<file path="src/rtl/bits_pkg.sv">
// Shared widths and helpers for the bit packer and its output FIFO.
package bits_pkg;

    localparam int WORD_W  = 32;
    localparam int FIELD_W = 15;
    localparam int LEN_W   = 4;
    localparam int ACC_W   = 47;
    localparam int CNT_W   = 6;
    localparam int ENTRY_W = WORD_W + 1;

    // Mask with the low 'len' bits set; len=0 gives an all-zero mask.
    function automatic logic [FIELD_W-1:0] len_mask(input logic [LEN_W-1:0] len);
        logic [FIELD_W:0] one_hot;
        one_hot = {{FIELD_W{1'b0}}, 1'b1} << len;
        return one_hot[FIELD_W-1:0] - {{(FIELD_W-1){1'b0}}, 1'b1};
    endfunction

endpackage

</file>
<file path="src/rtl/bits_wfifo.sv">
// Small synchronous FIFO holding {last, word} entries for the packer output.
module bits_wfifo
    import bits_pkg::*;
#(
    parameter int DEPTH = 4,
    parameter int AW    = 2
) (
    input  logic               clk,
    input  logic               rst,
    input  logic               wr,
    input  logic [ENTRY_W-1:0] wdata,
    input  logic               rd,
    output logic [ENTRY_W-1:0] rdata,
    output logic               full,
    output logic               empty
);

    logic [ENTRY_W-1:0] mem [DEPTH];
    logic [AW-1:0]      wp;
    logic [AW-1:0]      rp;
    logic [AW:0]        count;
    logic               do_wr;
    logic               do_rd;

    // A write into a full FIFO is accepted only when the head leaves at the same edge.
    always_comb begin
        full  = (count == (AW+1)'(DEPTH));
        empty = (count == '0);
        do_rd = rd && !empty;
        do_wr = wr && (!full || do_rd);
        rdata = mem[rp];
    end

    // Entry storage; contents are don't-care until written.
    always_ff @(posedge clk) begin
        if (do_wr) mem[wp] <= wdata;
    end

    // Pointers wrap naturally at DEPTH; the extra count bit separates full from empty.
    always_ff @(posedge clk or negedge rst) begin
        if (!rst) begin
            wp    <= '0;
            rp    <= '0;
            count <= '0;
        end else begin
            if (do_wr) wp <= wp + 1'b1;
            if (do_rd) rp <= rp + 1'b1;
            case ({do_wr, do_rd})
                2'b10:   count <= count + 1'b1;
                2'b01:   count <= count - 1'b1;
                default: ;
            endcase
        end
    end

endmodule

</file>
<file path="src/rtl/bits_pack.sv">
// Repacks 0..15-bit fields LSB-first into 32-bit words, buffers them and
// delivers them under stop-style backpressure; flags dropped words.
module bits_pack
    import bits_pkg::*;
#(
    parameter int DEPTH = 4,
    parameter int AW    = 2
) (
    input  logic               clk,
    input  logic               rst,
    input  logic               pushin,
    input  logic [LEN_W-1:0]   lenin,
    input  logic [FIELD_W-1:0] datain,
    input  logic               flushin,
    input  logic               stopin,
    output logic               pushout,
    output logic [WORD_W-1:0]  dataout,
    output logic               lastout,
    output logic               overflow
);

    logic [ACC_W-1:0]   acc, acc_p, acc_n, base_acc;
    logic [CNT_W-1:0]   cnt, cnt_p, cnt_n, base_cnt;
    logic               flush_pend, pend_n;
    logic [FIELD_W-1:0] m;
    logic               wr;
    logic [ENTRY_W-1:0] wdata;
    logic               fifo_rd;
    logic [ENTRY_W-1:0] fifo_rdata;
    logic               fifo_full;
    logic               fifo_empty;

    // Next accumulator state and the (at most one) word written this edge.
    // A pending flush empties the accumulator first, so the same-cycle push
    // lands in a clean accumulator and cannot complete a word.
    always_comb begin
        m        = datain & len_mask(lenin);
        base_acc = flush_pend ? '0 : acc;
        base_cnt = flush_pend ? '0 : cnt;
        acc_p    = base_acc;
        cnt_p    = base_cnt;
        if (pushin) begin
            acc_p = base_acc | (ACC_W'(m) << base_cnt);
            cnt_p = base_cnt + CNT_W'(lenin);
        end
        acc_n  = acc_p;
        cnt_n  = cnt_p;
        pend_n = 1'b0;
        wr     = 1'b0;
        wdata  = '0;
        if (flush_pend) begin
            wr    = 1'b1;
            wdata = {1'b1, acc[WORD_W-1:0]};
        end else if (cnt_p >= CNT_W'(WORD_W)) begin
            wr     = 1'b1;
            wdata  = {1'b0, acc_p[WORD_W-1:0]};
            acc_n  = acc_p >> WORD_W;
            cnt_n  = cnt_p - CNT_W'(WORD_W);
            pend_n = flushin && (cnt_n != '0);
        end else if (flushin && (cnt_p != '0)) begin
            wr    = 1'b1;
            wdata = {1'b1, acc_p[WORD_W-1:0]};
            acc_n = '0;
            cnt_n = '0;
        end
    end

    // Accumulator, bit count and pending-flush flag.
    always_ff @(posedge clk or negedge rst) begin
        if (!rst) begin
            acc        <= '0;
            cnt        <= '0;
            flush_pend <= 1'b0;
        end else begin
            acc        <= acc_n;
            cnt        <= cnt_n;
            flush_pend <= pend_n;
        end
    end

    assign fifo_rd = !fifo_empty && !stopin;

    bits_wfifo #(
        .DEPTH (DEPTH),
        .AW    (AW)
    ) u_wfifo (
        .clk   (clk),
        .rst   (rst),
        .wr    (wr),
        .wdata (wdata),
        .rd    (fifo_rd),
        .rdata (fifo_rdata),
        .full  (fifo_full),
        .empty (fifo_empty)
    );

    // Output register: present the popped head, otherwise hold the last word.
    always_ff @(posedge clk or negedge rst) begin
        if (!rst) begin
            pushout <= 1'b0;
            dataout <= '0;
            lastout <= 1'b0;
        end else begin
            pushout <= fifo_rd;
            if (fifo_rd) begin
                dataout <= fifo_rdata[WORD_W-1:0];
                lastout <= fifo_rdata[WORD_W];
            end
        end
    end

    // Sticky drop flag: a word arrived at a full FIFO that did not pop.
    always_ff @(posedge clk or negedge rst) begin
        if (!rst) begin
            overflow <= 1'b0;
        end else if (wr && fifo_full && !fifo_rd) begin
            overflow <= 1'b1;
        end
    end

endmodule

</file>
<file path="config.mk">
export PLATFORM = sky130hd
export DESIGN_NAME = bits_pack
export DESIGN_NICKNAME = d
export VERILOG_FILES = /design/src/rtl/bits_pkg.sv /design/src/rtl/bits_wfifo.sv /design/src/rtl/bits_pack.sv
export SDC_FILE = /design/constraint.sdc
export NUM_CORES = 1
export LEC_CHECK = 0
export BUFFER_PORTS_ARGS = -buffer_cell sky130_fd_sc_hd__buf_2
export CORE_ASPECT_RATIO = 0.75
export CORE_MARGIN = 2
export CORE_UTILIZATION = 61
export CTS_CLUSTER_SIZE = 25
export DETAILED_ROUTE_END_ITERATION = 6
export GPL_TIMING_DRIVEN = 0
export HOLD_SLACK_MARGIN = 0.1
export PLACE_DENSITY = 0.8
export SLEW_MARGIN = 20
export SYNTH_ARGS = -nofsm -noshare
export SYNTH_HDL_FRONTEND = slang
export SYNTH_HIERARCHICAL = 1
export SYNTH_SLANG_ARGS = --single-unit
</file>
<file path="constraint.sdc">
create_clock -name clk -period 5.55 [get_ports clk]
set_input_delay 0.555 -clock clk [delete_from_list [all_inputs] [get_ports clk]]
set_output_delay 0.555 -clock clk [all_outputs]
set_load 0.05 [all_outputs]
</file>
After elaboration in Yosys (flattened, before gate mapping):

Memory sizes are Yosys's and may differ from the RTL's. A register that Yosys moved wholly into a read port is not among the register bits.
Index checks and enable logic that the tools add are counted.

* add/sub/neg operators: 7
* multiply operators: 0
* div/mod/pow operators: 0
* magnitude comparators: 1
* equality and inequality tests: 3
* shift-type cells: 2
* multiplexer cells: 21
* bitwise operators: 2
* reduce and logical (&&, ||, !) cells: 17

Operators by type and width (number)
* 47-bit two-way mux: 5
* 33-bit two-way mux: 3
* 47-bit bitwise OR: 1
* 15-bit by 6-bit << shifter with 47-bit output: 1
* 6-bit two-way mux: 5
* 15-bit AND: 1
* 1-bit by 4-bit << shifter with 15-bit output, first input constant: 1
* 15-bit by 1-bit subtractor with 15-bit output, second input constant: 1
* 6-bit nonzero test: 2
* 1-bit logical AND: 7
* 1-bit two-way mux: 7
* 6-bit by 4-bit adder with 6-bit output: 1
* 6-bit >= comparator, second input constant: 1
* 3-bit one-hot mux with 2 select lines: 1
* 6-bit subtractor, second input constant: 1
* 1-bit zero test: 5
* 2-bit by 1-bit adder with 2-bit output, second input constant: 2
* 3-bit by 1-bit adder with 3-bit output, second input constant: 1
* 3-bit == test, second input constant: 1
* 3-bit zero test: 1
* 3-bit by 1-bit subtractor with 3-bit output, second input constant: 1
* 2-bit by 1-bit == test with 1-bit output, second input constant: 1
* 2-bit == test, second input constant: 1
* 2-bit nonzero test: 1
* 1-bit logical OR: 1

* register bits: 63
* bits in latches: 0
* RAM bits: 132
* memory bits (read-only): 0
* input port bits: 24
* output and inout bits: 35
* word-level logic and storage cells: 62
* memories kept: 1

Memories
* u_wfifo.mem: depth 4, bits a word 33, read ports 1, clocked after Yosys merged registers in 1, wr ports 1, RTL line bits_wfifo.sv:18 `logic [ENTRY_W-1:0] mem [DEPTH];`

Depth between registers and ports, before layout:

* word-level depth: 11
* mapped depth: 21
* mapped depth without buffers: 19

Modules after synthesis:

Netlist, hierarchy kept.

Modules (own cells, without submodules)
* bits_pack: instances 1, cells each 674, area an instance 5984.5 µm², seq. area each 2227.1 µm²
* bits_wfifo: instances 1, cells each 211, area an instance 5187.5 µm², seq. area each 4139.0 µm²

Least setup slack after synthesis:

Ideal clock, no wire load.

* path kind: register -> register
* start: register flush_pend
* end: register u_wfifo.count[2]
* arrival: 3.988 ns
* data required time: 5.471 ns
* setup slack: 1.483 ns
* stages on the path, launching flop included: 22
* path buffers: 2
* period minus slack after synthesis: 4.067 ns
* path through: dfrtp_1 > nand2b_1 > inv_2 > buf_2 > ha_1 > inv_1 > fa_1 > nand2b_1 > a21oi_1 > o32ai_1 > o31a_1 > nor2_4 > inv_2 > buf_2 > o21a_4 > inv_1 > ha_1 > inv_1 > fa_1 > xor2_1 > nor2_1 > xor2_1

* cells in the longest elaborated chain, start to end: 11
* elaborated cells between the ends (all ways): 14

Ends and longest elaborated chain
* start, declared: RTL line bits_pack.sv:24 `logic flush_pend, pend_n;`
* start signal, assigned: RTL line bits_pack.sv:77 `flush_pend <= pend_n;`
* branches (longest 7 deep; another with 6-bit by 4-bit adder with 6-bit output)
* 1-bit two-way mux *: RTL line bits_pack.sv:51 `if (flush_pend) begin`
* net wr: RTL line bits_pack.sv:26 `logic wr;`
* 1-bit logical AND *: RTL line bits_wfifo.sv:30 `do_wr = wr && (!full || do_rd);`
* 2-bit by 1-bit == test with 1-bit output / 2-bit == test (equally long branches): RTL line bits_wfifo.sv:48 `case ({do_wr, do_rd})`
* 3-bit one-hot mux with 2 select lines / 2-bit nonzero test (equally long branches)
* end signal, assigned: RTL line bits_wfifo.sv:49 `2'b10: count <= count + 1'b1;`
* end signal, assigned: RTL line bits_wfifo.sv:50 `2'b01: count <= count - 1'b1;`
* end, declared: RTL line bits_wfifo.sv:21 `logic [AW:0] count;`

Mark *: on every way through the listed nets, which the timed path passes.
A chain may end at the register's enable or synchronous reset.

Worst setup path after layout:

* start: register flush_pend
* end: memory u_wfifo/mem[1][16] (netlist bit) (enable)

* cells in the longest elaborated chain, start to end: 11
* elaborated cells between the ends (all ways): 12

Ends and longest elaborated chain
* branches (longest 7 deep; another with 6-bit by 4-bit adder with 6-bit output)
* 1-bit two-way mux *: RTL line bits_pack.sv:51
* net wr: RTL line bits_pack.sv:26
* 1-bit logical AND *: RTL line bits_wfifo.sv:30
* 1-bit two-way mux *: RTL line bits_wfifo.sv:36 `if (do_wr) mem[wp] <= wdata;`
* 1-bit two-way mux (implied by the code) *: RTL line bits_wfifo.sv:36
* end, declared: RTL line bits_wfifo.sv:18

Marks and branches as above.

==> results.toml <==
[floorplan]
io_pins = 59
dieHeight_um = 121.2
start_util_pct = 62.71
core_area_um2 = 17810
die_w_um = 160.3
rows = 42
die_area_um2 = 19420

[clock_network]
htreeDepth = 1
clk_pin_slew_worst_paths_ps = 60
clock_sinks = 228
cts_buffers = 22
clk_latency_ps = 520
cts_tree = "done"
root_buffer = "clkbuf_16"
postCtsSetupBuffers = 0
clk_path_buf_depth = 3
postCtsResizedCells = 0

[timing]
drv_slew = 0
finalSetupViolations = 0
max_freq_mhz = 191.1
finalHoldViolCount = 0
finalCritPeriodShare_pct = 94.28
fin_tns_setup_ps = 0
period_minus_slack_ps = 5233
skew_ps = 11.96
rsz0062_at_grt = "no"
worst_slew_pin_slew_ps = 1032
slew_headroom_pct = 30.81

[worst_setup_path]
critPathMaxStageDelay_ps = 820
worstSetupEndpoint = "u_wfifo/mem[1][16]"
cp_max_fo = 33
slowest_stage = "and2_2"
r2r_start = "flush_pend"
worstSetupStartpoint = "flush_pend"
critPathCaptureType = "flip-flop"
path_cells = "nand2b_1 > buf_2 > buf_2 > buf_1 > fa_1 > nand2_1 > nor3_1 > o32ai_1 > o31a_1 > nor2_4 > inv_2 > buf_2 > o21a_4 > and2_2"
start_kind = "flip-flop"
crit_arrival_ps = 5360
cp.required_ps = 5680
cpMostUsedCell = "buf_2"
rr_worst_depth = 14
crit_type = "flip-flop to flip-flop"
r2r_end = "u_wfifo/mem[1][16]"
reg2reg_slack_ps = 320

[routing]
via_per_inst = 6.858
drc = 0
routedWlPerCell_um = 25.26
dr_wl_met3_mm = 3.657
wl_met1_mm = 13.12
vias = 8415
top_layer = "met5"
drt_iter0_drc = 1105
ant_nets = 0
wl_mm = 31.00
firstDrtPassIters = 6
wl_met2_mm = 13.48

[grt]
grt_antenna_before_repair = 1
gr-total-overflow = 0
first_global_vias = 8164
grt_pass1_wl_mm = 47.89
grt_max_degree = 59
track_usage_pct = 32.64

[power]
ir_worst_vdd_mv = 0.4466
power.density_nw_per_um2 = 612.6
power_leakage_nw = 4.803

[layout]
num_antenna_cells = 0
final_nets = 1005
area_delta_synth_final_pct = 13.06
regArea_um2 = 6366
nFillCells = 1202
multi_input_area_um2 = 4429
utilization_pct = 70.90
drive_gt1_share_pct = 22.44

[placed_design]
gp_congestion = 1.058
dp_hpwl_mm = 21.85
io_buffers = 58

[logic_synthesis]
synth_top_area_share_pct = 35.48
synth_edf_count = 132
syn_area_um2 = 11170
synth_flop_cell = "edfxtp_1"
ys_warn_count = 6
synth.most_common_cell = "edfxtp_1"
synthTopCellsByArea = "edfxtp_1, dfrtp_1, mux4_2, mux2_2, a21oi_1"
synth.net_count = 921
avgSynthCellArea_um2 = 12.62
yosysUniqueCellTypes = 89
async_flop_share_pct = 42.11
postSynthCellCount = 885
synthTopCellsByCount = "edfxtp_1, dfrtp_1, nor2_1, nand2_1, a21oi_1"
synth-seq-cells = 228
yosys.area.top_type = "edfxtp_1"
ys_seq_area_share_pct = 56.98

[hold_path]
min_path_type = "input pin to flip-flop"

[outcome]
outcome = "finished, final reports clean"

[job]
max-cap-violations = 0
==> cells by family (layout without fill, tap and decap cells) <==
logic type,count (synthesis),after routing,share of synthesized area [%]
muxes,80,80,11.31
DFF,228,228,56.98
other,1,1,0.03357
xor gates and xnor gates,10,10,0.7839
and+or+nand+nor,214,214,9.822
AOI/OAI and AO/OA,257,257,16.17
buffers and inverters,83,183,3.416
adders and majority gates,12,12,1.478
==> layout make-up <==
type / count / area share (%)
sequential: 228 / 50.40
multi-input combinational: 574 / 35.07
clock buffer: 28 / 4.695
timing repair buffer: 60 / 2.645
tap: 242 / 2.397
buffer: 55 / 2.189
clock inverter: 12 / 1.773
inverter: 28 / 0.8321
==> state kept, by name, summed over array words and instances, names as in the netlist <==
signal	cells
acc	47
cnt	6
dataout	32
flush_pend	1
lastout	1
overflow	1
pushout	1
u_wfifo/count	3
u_wfifo/mem	132
u_wfifo/rp	2
u_wfifo/wp	2
==> critical path: cells and delay by family, from the launching register on <==
family,cells,cell delay (ps)
buf+inv,5,1410
simple gates,5,1220
compound gates,3,1080
flops,1,550
fa+ha+maj,1,550
==> placed cells by master (no fill, tap or decap), drive strengths merged, types with 4 or more instances in the layout <==
cell type / instances
edfxtp: 132
dfrtp: 96
buf: 92
nor2: 62
a21oi: 54
nand2: 53
clkbuf: 50
o21ai: 43
mux2: 37
mux4: 33
inv: 29
a31oi: 27
nor3: 22
a22oi: 14
o22ai: 14
nand4: 11
nand3: 11
and2: 11
mux2i: 10
ha: 10
o2bb2ai: 9
a22o: 9
o221ai: 9
o211ai: 8
nand2b: 7
nor2b: 7
a221o: 7
o21a: 7
xor2: 6
and3: 6
bufinv: 6
a211oi: 5
a32oi: 5
clkinv: 5
xnor2: 4
o32ai: 4
o2111ai: 4
a21o: 4
o31a: 4
==> how the worst min path moves through the flow <==
stage	start	end	slack [ps]	cells after the start
CTS	flushin	cnt[4]	280	2
detailed placement	overflow	overflow	470	1
global placement	overflow	overflow	450	1
global route	flushin	cnt[4]	280	2
floorplan	rst	acc[0]	260	0
finish	flushin	cnt[4]	290	2
==> per-stage QoR <==
step	hold slack (ps)	power [W]	instances	cell area, um^2	worst slack [ps]
2_1_floorplan	259.4	0.005019	885	11170	1483
3_3_place_gp	452.9	0.005879	1185	11770	545.7
3_5_place_dp	465.7	0.005972	1186	11800	494.0
4_1_cts	277.0	0.007686	1227	12630	467.1
5_1_grt	282.4	0.008047	1227	12630	163.9
6_report	289.4	0.007738	1227	12630	317.2
==> routing by layer <==
layer	vias to the layer above	track usage [%]
met5	-	0
met4	2	8.052
met3	79	8.271
met2	542	48.89
met1	4179	48.53
li1	3613	-
==> report_power, final <==
part	switching (W)	internal, W	leakage [nW]
clock network	0.000652	0.00104	0.400
registers	0.000222	0.00253	2.49
logic	0.00222	0.00107	1.91
==> timing repair <==
| item | 4_1_cts | 5_1_grt |
|---|---|---|
| setup endpoints to repair | 0 | 0 |
| hold buffers | 1 | 0 |
| endpoints found under the hold margin | 38 | 0 |
(Power assumes the default switching activity.)
